[src/rtl/multicycle_control_pkg.sv]
// Shared types and encodings for the multicycle MIPS control unit: states,
// opcode/funct values, ALU operations and the datapath mux select codes.
package control_pkg;

  // Memory is word-addressed, so the FETCH increment is a single word.
  localparam int unsigned PC_STEP = 1;

  typedef enum logic [3:0] {
    S_FETCH    = 4'd0,
    S_DECODE   = 4'd1,
    S_EXEC_R   = 4'd2,
    S_R_WB     = 4'd3,
    S_EXEC_I   = 4'd4,
    S_I_WB     = 4'd5,
    S_MEM_ADDR = 4'd6,
    S_MEM_RD   = 4'd7,
    S_MEM_WB   = 4'd8,
    S_MEM_WR   = 4'd9,
    S_BRANCH   = 4'd10,
    S_JUMP     = 4'd11,
    S_JAL_LINK = 4'd12,
    S_JAL_WB   = 4'd13,
    S_JR       = 4'd14,
    S_UNUSED   = 4'd15
  } state_e;

  localparam logic [5:0] OP_RTYPE = 6'h00;
  localparam logic [5:0] OP_J     = 6'h02;
  localparam logic [5:0] OP_JAL   = 6'h03;
  localparam logic [5:0] OP_BEQ   = 6'h04;
  localparam logic [5:0] OP_BNE   = 6'h05;
  localparam logic [5:0] OP_ADDI  = 6'h08;
  localparam logic [5:0] OP_XORI  = 6'h0E;
  localparam logic [5:0] OP_LW    = 6'h23;
  localparam logic [5:0] OP_SW    = 6'h2B;

  localparam logic [5:0] FUNCT_JR  = 6'h08;
  localparam logic [5:0] FUNCT_ADD = 6'h20;
  localparam logic [5:0] FUNCT_SUB = 6'h22;
  localparam logic [5:0] FUNCT_XOR = 6'h26;
  localparam logic [5:0] FUNCT_SLT = 6'h2A;

  localparam logic [5:0] ALU_PASSA = 6'h00;
  localparam logic [5:0] ALU_ADD   = 6'h20;
  localparam logic [5:0] ALU_SUB   = 6'h22;
  localparam logic [5:0] ALU_XOR   = 6'h26;
  localparam logic [5:0] ALU_SLT   = 6'h2A;

  localparam logic       MEM_IN_ALU = 1'b0;
  localparam logic       MEM_IN_PC  = 1'b1;
  localparam logic       REG_IN_ALU = 1'b0;
  localparam logic       REG_IN_MDR = 1'b1;
  localparam logic [1:0] DST_RT     = 2'd0;
  localparam logic [1:0] DST_RD     = 2'd1;
  localparam logic [1:0] DST_R31    = 2'd2;
  localparam logic       SRCA_A     = 1'b0;
  localparam logic       SRCA_PC    = 1'b1;
  localparam logic [1:0] SRCB_ONE   = 2'd0;
  localparam logic [1:0] SRCB_B     = 2'd1;
  localparam logic [1:0] SRCB_IMM   = 2'd2;
  localparam logic [1:0] SRCB_IMM2  = 2'd3;
  localparam logic [1:0] PCSRC_JUMP   = 2'd0;
  localparam logic [1:0] PCSRC_ALU    = 2'd1;
  localparam logic [1:0] PCSRC_ALURES = 2'd2;

  typedef struct packed {
    logic       pc_we;
    logic       mem_in;
    logic       mem_we;
    logic       ir_we;
    logic       a_we;
    logic       b_we;
    logic       reg_we;
    logic       reg_in;
    logic       alu_srca;
    logic [1:0] alu_srcb;
    logic [1:0] pc_src;
    logic [1:0] dst;
    logic [5:0] alu_op;
    logic       illegal;
  } ctrl_t;

  // State following DECODE; FETCH marks an unsupported opcode/funct.
  function automatic state_e decode_next(input logic [5:0] op,
                                         input logic [5:0] funct);
    state_e nxt;
    case (op)
      OP_RTYPE: begin
        case (funct)
          FUNCT_ADD, FUNCT_SUB, FUNCT_SLT, FUNCT_XOR: nxt = S_EXEC_R;
          FUNCT_JR:                                   nxt = S_JR;
          default:                                    nxt = S_FETCH;
        endcase
      end
      OP_LW, OP_SW:     nxt = S_MEM_ADDR;
      OP_ADDI, OP_XORI: nxt = S_EXEC_I;
      OP_BEQ, OP_BNE:   nxt = S_BRANCH;
      OP_J:             nxt = S_JUMP;
      OP_JAL:           nxt = S_JAL_LINK;
      default:          nxt = S_FETCH;
    endcase
    return nxt;
  endfunction

endpackage

[src/rtl/multicycle_control_if.sv]
// Control <-> datapath bundle: IR fields and zero flag in, enables/selects out.
interface multicycle_control_if;
  logic       zeroflag;
  logic [5:0] instr;
  logic [5:0] IR_ALU_OP;
  logic       PC_WE;
  logic       MEM_IN;
  logic       MEM_WE;
  logic       IR_WE;
  logic       A_WE;
  logic       B_WE;
  logic       REG_WE;
  logic       REG_IN;
  logic       ALU_SRCA;
  logic [1:0] ALU_SRCB;
  logic [1:0] PC_SRC;
  logic [1:0] DST;
  logic [5:0] ALU_OP;
  logic       illegal;
  logic [3:0] state;

  modport master (
    input  zeroflag, instr, IR_ALU_OP,
    output PC_WE, MEM_IN, MEM_WE, IR_WE, A_WE, B_WE, REG_WE, REG_IN,
           ALU_SRCA, ALU_SRCB, PC_SRC, DST, ALU_OP, illegal, state
  );

  modport slave (
    output zeroflag, instr, IR_ALU_OP,
    input  PC_WE, MEM_IN, MEM_WE, IR_WE, A_WE, B_WE, REG_WE, REG_IN,
           ALU_SRCA, ALU_SRCB, PC_SRC, DST, ALU_OP, illegal, state
  );
endinterface

[src/rtl/multicycle_control.sv]
// Multicycle MIPS control FSM: state register, next-state logic and
// combinational output decode driving every datapath enable and select.
module multicycle_control
  import control_pkg::*;
(
  input  logic                  clk,
  input  logic                  reset,
  multicycle_control_if.master  bus
);

  state_e state_q;
  state_e state_d;
  ctrl_t  ctrl;

  // NOTE: sequential state uses non-blocking assignment so every flop
  // samples its inputs from the same pre-edge values.
  always_ff @(posedge clk) begin
    if (reset) state_q <= S_FETCH;
    else       state_q <= state_d;
  end

  // NOTE: a default assignment before the case keeps this purely
  // combinational; a path that skips the assignment would infer a latch.
  always_comb begin
    state_d = S_FETCH;
    case (state_q)
      S_FETCH:    state_d = S_DECODE;
      S_DECODE:   state_d = decode_next(bus.instr, bus.IR_ALU_OP);
      S_EXEC_R:   state_d = S_R_WB;
      S_EXEC_I:   state_d = S_I_WB;
      S_MEM_ADDR: state_d = (bus.instr == OP_LW) ? S_MEM_RD : S_MEM_WR;
      S_MEM_RD:   state_d = S_MEM_WB;
      S_JAL_LINK: state_d = S_JAL_WB;
      default:    state_d = S_FETCH;
    endcase
  end

  always_comb begin
    ctrl        = '0;
    ctrl.alu_op = ALU_ADD;
    case (state_q)
      S_FETCH: begin
        ctrl.mem_in   = MEM_IN_PC;
        ctrl.ir_we    = 1'b1;
        ctrl.alu_srca = SRCA_PC;
        ctrl.alu_srcb = SRCB_ONE;
        ctrl.pc_src   = PCSRC_ALU;
        ctrl.pc_we    = 1'b1;
      end
      S_DECODE: begin
        ctrl.alu_srca = SRCA_PC;
        ctrl.alu_srcb = SRCB_IMM;
        // An unsupported instruction aborts with no register-file side effects.
        if (decode_next(bus.instr, bus.IR_ALU_OP) == S_FETCH) begin
          ctrl.illegal = 1'b1;
        end else begin
          ctrl.a_we = 1'b1;
          ctrl.b_we = 1'b1;
        end
      end
      S_EXEC_R: begin
        ctrl.alu_srca = SRCA_A;
        ctrl.alu_srcb = SRCB_B;
        ctrl.alu_op   = bus.IR_ALU_OP;
      end
      S_R_WB: begin
        ctrl.reg_in = REG_IN_ALU;
        ctrl.dst    = DST_RD;
        ctrl.reg_we = 1'b1;
      end
      S_EXEC_I: begin
        ctrl.alu_srca = SRCA_A;
        ctrl.alu_srcb = SRCB_IMM;
        ctrl.alu_op   = (bus.instr == OP_XORI) ? ALU_XOR : ALU_ADD;
      end
      S_I_WB: begin
        ctrl.reg_in = REG_IN_ALU;
        ctrl.dst    = DST_RT;
        ctrl.reg_we = 1'b1;
      end
      S_MEM_ADDR: begin
        ctrl.alu_srca = SRCA_A;
        ctrl.alu_srcb = SRCB_IMM;
      end
      S_MEM_RD: begin
        ctrl.mem_in = MEM_IN_ALU;
      end
      S_MEM_WB: begin
        ctrl.reg_in = REG_IN_MDR;
        ctrl.dst    = DST_RT;
        ctrl.reg_we = 1'b1;
      end
      S_MEM_WR: begin
        ctrl.mem_in = MEM_IN_ALU;
        ctrl.mem_we = 1'b1;
      end
      S_BRANCH: begin
        ctrl.alu_srca = SRCA_A;
        ctrl.alu_srcb = SRCB_B;
        ctrl.alu_op   = ALU_SUB;
        ctrl.pc_src   = PCSRC_ALURES;
        ctrl.pc_we    = (bus.instr == OP_BEQ) ? bus.zeroflag : ~bus.zeroflag;
      end
      S_JUMP: begin
        ctrl.pc_src = PCSRC_JUMP;
        ctrl.pc_we  = 1'b1;
      end
      S_JAL_LINK: begin
        ctrl.alu_srca = SRCA_PC;
        ctrl.alu_op   = ALU_PASSA;
      end
      S_JAL_WB: begin
        ctrl.reg_in = REG_IN_ALU;
        ctrl.dst    = DST_R31;
        ctrl.reg_we = 1'b1;
        ctrl.pc_src = PCSRC_JUMP;
        ctrl.pc_we  = 1'b1;
      end
      S_JR: begin
        ctrl.alu_srca = SRCA_A;
        ctrl.alu_op   = ALU_PASSA;
        ctrl.pc_src   = PCSRC_ALU;
        ctrl.pc_we    = 1'b1;
      end
      default: ;
    endcase

    // Reset may land mid-instruction; suppress every state-changing write.
    if (reset) begin
      ctrl.pc_we   = 1'b0;
      ctrl.mem_we  = 1'b0;
      ctrl.ir_we   = 1'b0;
      ctrl.reg_we  = 1'b0;
      ctrl.a_we    = 1'b0;
      ctrl.b_we    = 1'b0;
      ctrl.illegal = 1'b0;
    end
  end

  assign bus.PC_WE    = ctrl.pc_we;
  assign bus.MEM_IN   = ctrl.mem_in;
  assign bus.MEM_WE   = ctrl.mem_we;
  assign bus.IR_WE    = ctrl.ir_we;
  assign bus.A_WE     = ctrl.a_we;
  assign bus.B_WE     = ctrl.b_we;
  assign bus.REG_WE   = ctrl.reg_we;
  assign bus.REG_IN   = ctrl.reg_in;
  assign bus.ALU_SRCA = ctrl.alu_srca;
  assign bus.ALU_SRCB = ctrl.alu_srcb;
  assign bus.PC_SRC   = ctrl.pc_src;
  assign bus.DST      = ctrl.dst;
  assign bus.ALU_OP   = ctrl.alu_op;
  assign bus.illegal  = ctrl.illegal;
  assign bus.state    = state_q;

endmodule

[src/flat_wrapper.sv]
// flat-port wrapper written by rule: the top's interface ports become plain ports
module multicycle_control_flat import control_pkg::*;
  (clk, reset, bus_zeroflag, bus_instr, bus_IR_ALU_OP, bus_PC_WE, bus_MEM_IN, bus_MEM_WE, bus_IR_WE, bus_A_WE, bus_B_WE, bus_REG_WE, bus_REG_IN, bus_ALU_SRCA, bus_ALU_SRCB, bus_PC_SRC, bus_DST, bus_ALU_OP, bus_illegal, bus_state);
  multicycle_control_if bus_i ();
  input  logic clk;
  input  logic reset;
  input wire logic [$bits(bus_i.zeroflag)-1:0] bus_zeroflag;
  input wire logic [$bits(bus_i.instr)-1:0] bus_instr;
  input wire logic [$bits(bus_i.IR_ALU_OP)-1:0] bus_IR_ALU_OP;
  output wire logic [$bits(bus_i.PC_WE)-1:0] bus_PC_WE;
  output wire logic [$bits(bus_i.MEM_IN)-1:0] bus_MEM_IN;
  output wire logic [$bits(bus_i.MEM_WE)-1:0] bus_MEM_WE;
  output wire logic [$bits(bus_i.IR_WE)-1:0] bus_IR_WE;
  output wire logic [$bits(bus_i.A_WE)-1:0] bus_A_WE;
  output wire logic [$bits(bus_i.B_WE)-1:0] bus_B_WE;
  output wire logic [$bits(bus_i.REG_WE)-1:0] bus_REG_WE;
  output wire logic [$bits(bus_i.REG_IN)-1:0] bus_REG_IN;
  output wire logic [$bits(bus_i.ALU_SRCA)-1:0] bus_ALU_SRCA;
  output wire logic [$bits(bus_i.ALU_SRCB)-1:0] bus_ALU_SRCB;
  output wire logic [$bits(bus_i.PC_SRC)-1:0] bus_PC_SRC;
  output wire logic [$bits(bus_i.DST)-1:0] bus_DST;
  output wire logic [$bits(bus_i.ALU_OP)-1:0] bus_ALU_OP;
  output wire logic [$bits(bus_i.illegal)-1:0] bus_illegal;
  output wire logic [$bits(bus_i.state)-1:0] bus_state;
  assign bus_i.zeroflag = bus_zeroflag;
  assign bus_i.instr = bus_instr;
  assign bus_i.IR_ALU_OP = bus_IR_ALU_OP;
  assign bus_PC_WE = bus_i.PC_WE;
  assign bus_MEM_IN = bus_i.MEM_IN;
  assign bus_MEM_WE = bus_i.MEM_WE;
  assign bus_IR_WE = bus_i.IR_WE;
  assign bus_A_WE = bus_i.A_WE;
  assign bus_B_WE = bus_i.B_WE;
  assign bus_REG_WE = bus_i.REG_WE;
  assign bus_REG_IN = bus_i.REG_IN;
  assign bus_ALU_SRCA = bus_i.ALU_SRCA;
  assign bus_ALU_SRCB = bus_i.ALU_SRCB;
  assign bus_PC_SRC = bus_i.PC_SRC;
  assign bus_DST = bus_i.DST;
  assign bus_ALU_OP = bus_i.ALU_OP;
  assign bus_illegal = bus_i.illegal;
  assign bus_state = bus_i.state;
  multicycle_control u_core (.clk(clk), .reset(reset), .bus(bus_i));
endmodule
[config.mk]
export PLATFORM = sky130hd
export DESIGN_NAME = multicycle_control_flat
export DESIGN_NICKNAME = d
export VERILOG_FILES = /design/src/rtl/multicycle_control_pkg.sv /design/src/rtl/multicycle_control_if.sv /design/src/rtl/multicycle_control.sv /design/src/flat_wrapper.sv
export SDC_FILE = /design/constraint.sdc
export NUM_CORES = 1
export LEC_CHECK = 0
export BUFFER_PORTS_ARGS = -buffer_cell sky130_fd_sc_hd__buf_2
export CORE_MARGIN = 5
export CORE_UTILIZATION = 30
export DETAILED_ROUTE_END_ITERATION = 10
export GPL_ROUTABILITY_DRIVEN = 0
export PLACE_DENSITY = 0.55
export SLEW_MARGIN = 20
export SYNTH_ARGS = -nofsm -noshare
export SYNTH_HDL_FRONTEND = slang
export SYNTH_SLANG_ARGS = --single-unit
[constraint.sdc]
create_clock -name clk -period 2.2 [get_ports clk]
set_input_delay 0.44 -clock clk [delete_from_list [all_inputs] [get_ports clk]]
set_output_delay 0.44 -clock clk [all_outputs]
set_load 0.02 [all_outputs]
==> results of run 1 <==
[repair_timing]
| action | in CTS | in global routing |
|---|---|---|
| setup endpoints to repair | 0 | 4 |
| gates resized for setup | 0 | 15 |
| hold endpoints to repair | 0 | 0 |
[area by class of cell]
| type | instances | area, µm² | area share |
|---|---|---|---|
| Tap cell | 30 | 37.5 | 0.0320 |
| Timing Repair Buffer | 52 | 319 | 0.272 |
| Multi-Input combinational cell | 102 | 691 | 0.588 |
| Clock buffer | 3 | 22.5 | 0.0192 |
| Sequential cell | 4 | 81.3 | 0.0693 |
| Inverter | 6 | 22.5 | 0.0192 |
[Yosys cell counts, types with 2 or more instances]
master / number
nor4b_1: 2
nand2_1: 8
nor4_1: 2
and3_1: 4
nor3_1: 7
nand3_1: 2
inv_1: 6
o31ai_1: 2
clkbuf_1: 2
dfxtp_1: 4
nor2b_1: 3
nand2b_1: 9
a211oi_1: 2
nor2_1: 17
a21oi_1: 5
buf_2: 8
o21ai_0: 4
o41ai_1: 2
a31oi_1: 5
or3_1: 3
nand4_1: 2
[layer usage]
layer  vias to the layer above  wire [µm]  global-route usage
li1                        545          -                   -
met1                       503       1270               0.173
met2                        30       1400               0.229
met3                         2        131              0.0234
met4                         0         14              0.0407
met5                         -          0                   0
[worst max-delay path, stage by stage]
cell and delay (ns):
buf_4 0.14, or3_4 0.36, or4_4 0.41, nand4_1 0.13, a21oi_1 0.08, buf_4 0.16
[cell families (layout without fill, tap and decap cells)]
kind of cell / count (synthesis) / count (layout) / share of synthesized area
buf+inv: 19 / 61 / 0.114
flops: 4 / 4 / 0.0983
simple gates: 68 / 68 / 0.488
xor+xnor: 2 / 2 / 0.0215
compound gates: 32 / 32 / 0.278
[placed cells by master (no fill, tap or decap), types with 2 or more instances in the layout]
cell / n
nand2_1: 8
nand4_1: 2
and3_1: 4
or4_4: 2
a31oi_1: 5
o31ai_1: 2
inv_1: 6
dfxtp_1: 3
clkbuf_4: 3
nor3_1: 7
nand2b_1: 9
or3_1: 2
buf_4: 15
a211oi_1: 2
nor2_1: 17
o21ai_0: 4
nor2b_1: 2
buf_2: 35
o41ai_1: 2
nor4b_2: 2
a21oi_1: 4
nand3_1: 2
[per-stage QoR]
stage,setup WS [ns],utilization
global placement,0.0335,0.435
finish,0.0380,0.461
global route,-0.00666,0.461
floorplan,-0.0505,-
CTS,0.0299,0.443
detailed placement,0.0293,0.435
[how the worst max path moves through the flow]
stage | from | slack, ns | cells past startpoint | end
6_report | bus_instr[3] | 0.04 | 6 | bus_PC_WE
3_3_place_gp | bus_instr[3] | 0.03 | 6 | bus_PC_WE
5_1_grt | bus_instr[1] | -0.007 | 6 | bus_illegal
4_1_cts | bus_instr[3] | 0.03 | 6 | bus_PC_WE
3_5_place_dp | bus_instr[3] | 0.03 | 6 | bus_PC_WE
2_1_floorplan | bus_instr[3] | -0.05 | 6 | bus_B_WE
[power by group through the flow]
stage | Sequential [mW] | Clock, mW | Combinational [mW]
after floorplan | 0.0819 | 0 | 0.104
after global placement | 0.0804 | 0 | 0.162
after detailed placement | 0.0806 | 0 | 0.165
after CTS | 0.0794 | 0.0928 | 0.165
after global routing | 0.0799 | 0.0979 | 0.188
final | 0.0795 | 0.0891 | 0.172
==> metrics.txt, run 1 <==
outcome finished, final reports clean; synth-to-layout area growth 44.1%; Max IR drop VDD 211 µV; post-route minimum period 2.16 ns; Pins Over Slew Limit 0; 1st-pass router iterations 4; Largest register FFs 4; Die H 62.1 µm; Cell Rows 18; Yosys top cell by area dfxtp_1; Sink Count 4; clk root buf clkbuf_4; maximum buffer depth of the clock tree 2; Post-DP HPWL 2230 µm; Max Cap Violations 0; Clk pwr share 0.262; Die ar. 3860 µm²; HP Start bus_instr[4]; final instance area 1170 µm²; H-tree Lvls 1; initial antenna violation count 0; Mapped Cells 125; vias 1080; slew margin rel. 0.693; top-area cell type share of the netlist area 0.0983; area of placed instances 1110 µm²; TritonCTS clock tree yes; PortBufs 40; # Post-CTS Setup Buffers 0; placed insts 194; vias in the first global route 974; routed length per instance 14.3 µm; CP endpoint kind primary output; worst reg2reg path depth 5; global-route wire length before repair 4480 µm; Core Footprint 2540 µm²; synth top area cells dfxtp_1, nor2_1, nand2b_1; Post-synth ARST share 0; leakage power 0.548 nW; r2r startpoint u_core.bus.state[0]$_SDFF_PP0_; layout cells sized above 1 0.419; Sw Ratio 0.389; CP required 1.76 ns; Final Power 341 µW; worst hold path cell count 4; Max FO, Critical Path 8; Max Fclk 0.463 GHz; number of top-level pins 41; fin crit share 0.983; final wirelength 2820 µm; Post-Syn Nets 140; die span in x 62.1 µm; Skew-Pair Late Insertion Delay 0.23 ns; final cell count without fillers 197; fillers 298; post-synthesis area per instance 6.52 µm²; register-to-register setup slack 0.72 ns; CTS Buf Count 3; Seq pwr share 0.233; number of vias per cell 5.48; switching power of the nets 133 µW; combinational share of power 0.505; register area share after synthesis 0.0983; Yosys reg bits 4; Starting Density 0.320; gr usage total 0.136; Worst Setup Path Type in2out; Tightest Pin Transition 0.455 ns; Cell Pwr Density 290 nW/µm²; critical path arrival 1.72 ns; endpoint of the worst hold path u_core.bus.state[2]$_SDFF_PP0_; Synth Warn # 0; Post-Syn Area 815 µm²; post-synth cell types 47; antenna cell count 0; Min Hold Slack 0.693 ns; clock-pin slew on the worst setup and hold paths 0.03 ns; DRC violations left 0; antenna viol nets, final 0; number of hold violations in the final report 0; EDFF count, synth 0; Worst Skew 0.00388 ns; sum of negative setup slack 0 ns; Finish-stage setup viols 0; Main synth FF type dfxtp_1; grt total ovfl 0; post-layout net count 184; pin count of the biggest net entering global routing 19; CP Launch Type input port; reg2reg end u_core.bus.state[1]$_SDFF_PP0_; DR iter-0 viols 30; post-cts hold buffer count 0; min-delay worst type in2reg; internal power 208 µW
(Power assumes the default switching activity.)
==> run 2: changes to the inputs <==
--- a/config.mk
+++ b/config.mk
@@ -8,6 +8,7 @@
 export BUFFER_PORTS_ARGS = -buffer_cell sky130_fd_sc_hd__buf_2
 export CORE_MARGIN = 5
 export CORE_UTILIZATION = 30
+export CTS_BUF_LIST = sky130_fd_sc_hd__clkbuf_2
 export DETAILED_ROUTE_END_ITERATION = 10
 export GPL_ROUTABILITY_DRIVEN = 0
 export PLACE_DENSITY = 0.55
==> metrics.txt, run 2 (synthesized netlist as in run 1, its figures left out) <==
placed insts 194 (unchanged); post-cts hold buffer count 0 (unchanged); fin util 0.458 (-0.00295); min-delay worst type in2reg; Max IR drop VDD 191 µV (-9.8%); Largest register FFs 4 (unchanged); Max Cap Violations 0 (unchanged); number of top-level pins 41 (unchanged); DRC violations left 0 (unchanged); final wirelength 2820 µm (about the same); Cell Pwr Density 273 nW/µm² (-5.9%); number of hold violations in the final report 0 (unchanged); synth-to-layout area growth 43.2%; most frequent cells in the layout buf_2, nor2_1, buf_4; antenna viol nets, final 0 (unchanged); CP Launch Type input port; leakage power 0.546 nW (-0.24%); HP Start bus_instr[4]; Setup WS pre-CTS 0.0293 ns (unchanged); Post-DP HPWL 2230 µm (unchanged); Worst Setup Path Type in2out; critical path arrival 1.72 ns (about the same); final instance area 1170 µm² (-0.64%); number of vias per cell 5.47 (-0.28%); clock-pin slew on the worst setup and hold paths 0.04 ns (about the same); gr usage total 0.137 (+0.00148); CP required 1.76 ns (about the same); CTS Buf Count 3 (unchanged); Die ar. 3860 µm² (unchanged); post-route minimum period 2.16 ns (-0.00184 ns); Max Fclk 0.463 GHz (about the same); post-layout net count 184 (unchanged); global-route wire length before repair 4490 µm (+0.29%); Worst Skew 0.00806 ns (+0.00418 ns); sum of negative setup slack 0 ns (unchanged); slew margin rel. 0.693 (about the same); fin crit share 0.982 (about the same); initial antenna violation count 0 (unchanged); Cell Rows 18 (unchanged); final worst slack 0.0399 ns (+0.00184 ns); vias 1077 (-0.28%); PortBufs 40 (unchanged); Skew-Pair Late Insertion Delay 0.21 ns (-0.02 ns); DR iter-0 viols 35 (+17%); final cell count without fillers 197 (unchanged); area of placed instances 1110 µm² (unchanged); H-tree Lvls 1 (unchanged); Starting Density 0.320 (unchanged); r2r startpoint u_core.bus.state[0]$_SDFF_PP0_; grt total ovfl 0 (unchanged); clk root buf clkbuf_2; Max FO, Critical Path 8 (unchanged); Pins Over Slew Limit 0 (unchanged); vias in the first global route 974 (unchanged); fillers 298 (unchanged); maximum buffer depth of the clock tree 2 (unchanged); Min Hold Slack 0.720 ns (+0.0276 ns); layout cells sized above 1 0.419 (unchanged); antenna cell count 0 (unchanged); Final Power 319 µW (-6.5%); die span in x 62.1 µm (unchanged); Tightest Pin Transition 0.456 ns (+0.000749 ns); commonest non-fill, non-tap cell in the layout buf_2; pin count of the biggest net entering global routing 19 (unchanged); 1st-pass router iterations 4 (unchanged); Die H 62.1 µm (unchanged); Sink Count 4 (unchanged); Critical Path Source bus_instr[3]; TritonCTS clock tree yes; routed length per instance 14.3 µm (about the same); outcome finished, final reports clean; CP endpoint kind primary output; Finish-stage setup viols 0 (unchanged); Core Footprint 2540 µm² (unchanged)
[run 2: final cells by class]
cell class / instances / area, µm² / share of cell area
repair buffers: 52 / 319 / 0.274
well taps: 30 / 37.5 / 0.0322
inverters: 6 / 22.5 / 0.0193
flip-flops and latches: 4 / 81.3 / 0.0697
multi-input cells: 102 / 691 / 0.592
clock buffers: 3 / 15.0 / 0.0129
[run 2: metal layers]
layer / routed length [µm] / GRT usage
met5: 0 / 0
met4: 14 / 0.0488
met3: 129 / 0.0234
met2: 1410 / 0.229
met1: 1270 / 0.174
[run 2: timing repair]
item	CTS	global route
buffers inserted	0	0
resized for setup	0	15
setup endpoints to repair	0	4
[run 2: final timing paths]
path / end / slack [ns] / cells past startpoint
worst max-delay path: bus_PC_WE / 0.04 / 6
worst min-delay path: u_core.bus.state[2]$_SDFF_PP0_ / 0.72 / 4
worst max register to register: u_core.bus.state[1]$_SDFF_PP0_ / 0.72 / 5
worst min register to register: u_core.bus.state[3]$_SDFF_PP0_ / 0.74 / 3
[run 2: power breakdown]
| group | leakage, nW | switching [mW] | internal (mW) |
|---|---|---|---|
| combinational | 0.501 | 0.100 | 0.0716 |
| sequential | 0.0331 | 0.00378 | 0.0755 |
| clock | 0.0125 | 0.0308 | 0.0367 |
| total | 0.546 | 0.135 | 0.184 |
[run 2: critical path, cell delays in order]
cell and delay (ns):
buf_4 0.14, or3_4 0.36, or4_4 0.41, nand4_1 0.13
a21oi_1 0.08, buf_4 0.16
==> run 3: changes to the inputs <==
--- a/config.mk
+++ b/config.mk
@@ -7,11 +7,11 @@
 export LEC_CHECK = 0
 export BUFFER_PORTS_ARGS = -buffer_cell sky130_fd_sc_hd__buf_2
 export CORE_MARGIN = 5
-export CORE_UTILIZATION = 30
+export CORE_UTILIZATION = 47
 export CTS_BUF_LIST = sky130_fd_sc_hd__clkbuf_2
 export DETAILED_ROUTE_END_ITERATION = 10
 export GPL_ROUTABILITY_DRIVEN = 0
-export PLACE_DENSITY = 0.55
+export PLACE_DENSITY = 0.8
 export SLEW_MARGIN = 20
 export SYNTH_ARGS = -nofsm -noshare
 export SYNTH_HDL_FRONTEND = slang
==> metrics.txt, run 3 (synthesized netlist as in run 1, its figures left out) <==
outcome finished, final reports clean; r2r startpoint u_core.bus.state[3]$_SDFF_PP0_; Multi-input gate area 696 µm² (+0.72%); Die H 51.6 µm (-17%); leakage power 0.518 nW (-5.2%); Min Hold Slack 0.688 ns (-0.0327 ns); 1st-pass router iterations 4 (unchanged); critical path arrival 1.74 ns (+0.02 ns); crit-path max cell delay 0.41 ns (about the same); most frequent CP cell buf_4; Finish-stage setup viols 0 (unchanged); CP required 1.76 ns (about the same); post-route minimum period 2.18 ns (+0.0168 ns); number of top-level pins 41 (unchanged); number of hold violations in the final report 0 (unchanged); synth-to-layout area growth 34.9%; Die ar. 2670 µm² (-31%); most frequent cells in the layout buf_2, nor2_1, buf_4; commonest non-fill, non-tap cell in the layout buf_2; register-to-register setup slack 0.81 ns (+0.09 ns); Tightest Pin Transition 0.420 ns (-0.0363 ns); Core Footprint 1690 µm² (-34%); clock-pin slew on the worst setup and hold paths 0.05 ns (about the same); antenna cell count 0 (unchanged); layout cells sized above 1 0.407 (-0.0118); DR iter-0 viols 17 (-51%); clk root buf clkbuf_2; cell at the slowest stage of the critical path or4_4; initial antenna violation count 0 (unchanged); CP Launch Type input port; Max IR drop VDD 202 µV (+5.9%); Max Cap Violations 0 (unchanged); sum of negative setup slack 0 ns (unchanged); met1 WL 1140 µm (-10%); final instance area 1100 µm² (-5.8%); CTS Buf Count 3 (unchanged); vias in the first global route 888 (-8.8%); Skew-Pair Late Insertion Delay 0.21 ns (about the same); grt total ovfl 0 (unchanged); Largest register FFs 4 (unchanged); register area 81.3 µm² (unchanged); global-route wire length before repair 3920 µm (-13%); TritonCTS clock tree yes; pin count of the biggest net entering global routing 16 (-3); number of vias per cell 5.97 (+9.2%); fin crit share 0.990 (+0.00764); maximum buffer depth of the clock tree 2 (unchanged); CP endpoint kind primary output; Worst Skew 0.00471 ns (-0.00335 ns); worst reg2reg path depth 4 (-1); metal2 WL 1270 µm (-9.8%); Cell Pwr Density 283 nW/µm² (+3.5%); Post-DP HPWL 2050 µm (-8.4%); Max FO, Critical Path 8 (unchanged); crit path cell chain buf_4 > or3_4 > or4_4 > nand4_1 > a21oi_1 > buf_4; die span in x 51.6 µm (-17%); Cell Rows 15 (-3); slew margin rel. 0.717 (+0.0245); Sink Count 4 (unchanged); fillers 179 (-40%); routed length per instance 14.6 µm (+1.8%); min-delay worst type reg2reg; final wirelength 2610 µm (-7.5%); Pins Over Slew Limit 0 (unchanged); area of placed instances 1040 µm² (-6.0%); sum of buffers and inverters on the critical path 2 (unchanged); Stages on worst setup path 6 (unchanged); DR top layer met4; Critical Path Source bus_instr[3]; post-layout net count 179 (-2.7%); reg2reg end u_core.bus.state[1]$_SDFF_PP0_; gr usage total 0.188 (+0.0509); Crit path max-delay family simple AND/OR/NAND/NOR gates; routed length on met3 173 µm (+34%); PortBufs 40 (unchanged); end point of the critical path bus_PC_WE; H-tree Lvls 1 (unchanged); Starting Density 0.482 (+0.162); antenna viol nets, final 0 (unchanged); Max Fclk 0.459 GHz (-0.77%); DRC violations left 0 (unchanged); vias 1069 (-0.74%); Worst Setup Path Type in2out
## run 3: changes by cell type in the layout (fill, tap and decap cells not counted)
cell    previous run  this run
nor3_2             0         1
buf_2             35        36
buf_6              1         0
buf_12             1         0
nor3_1             7         6
buf_4             15        11
## run 3: report_power, final
part	switching [mW]	internal (mW)	total (mW)
sequential	0.00455	0.0759	0.0804
combinational	0.0998	0.0642	0.164
clock	0.0295	0.0367	0.0662
## run 3: per-layer routing
metal  global-route usage  vias up
li1                     -      537
met1                0.238      488
met2                0.316       40
met3               0.0258        4
met4               0.0786        0
met5                    0        -
## run 3: worst min-delay path by stage
| stage | start | end | cells past startpoint |
|---|---|---|---|
| after floorplan | bus_instr[4] | u_core.bus.state[2]$_SDFF_PP0_ | 3 |
| after detailed placement | u_core.bus.state[0]$_SDFF_PP0_ | u_core.bus.state[0]$_SDFF_PP0_ | 3 |
| after global placement | u_core.bus.state[0]$_SDFF_PP0_ | u_core.bus.state[0]$_SDFF_PP0_ | 3 |
| after global routing | bus_instr[4] | u_core.bus.state[2]$_SDFF_PP0_ | 4 |
| final | u_core.bus.state[0]$_SDFF_PP0_ | u_core.bus.state[0]$_SDFF_PP0_ | 3 |
| after CTS | bus_instr[4] | u_core.bus.state[2]$_SDFF_PP0_ | 4 |
## run 3: worst min-delay path: stages, from the launching register on
cell       delay, ns
dfxtp_2         0.35
nor2_1          0.13
a2bb2oi_1       0.08
nor2_1          0.08
## run 3: cell type report
cell class / count / share of cell area
tap: 17 / 0.0194
inverter: 6 / 0.0205
timing repair buffer: 47 / 0.239
clock buffer: 3 / 0.0137
sequential: 4 / 0.0740
multi-input combinational: 102 / 0.633
## run 3: stage by stage
| stage | util | worst slack, ns | total power, mW | instances |
|---|---|---|---|---|
| after floorplan | - | -0.0505 | 0.186 | 125 |
| after global placement | 0.616 | 0.0593 | 0.232 | 176 |
| after detailed placement | 0.616 | 0.0265 | 0.236 | 176 |
| after CTS | 0.624 | 0.0100 | 0.305 | 179 |
| after global routing | 0.650 | -0.00943 | 0.334 | 179 |
| final | 0.650 | 0.0231 | 0.311 | 179 |
## run 3: timing repair
action / 4_1_cts / 5_1_grt
setup endpoints to repair: 0 / 4
hold buffers: 0 / 0
setup buffers: 0 / 0
resized for setup: 0 / 13
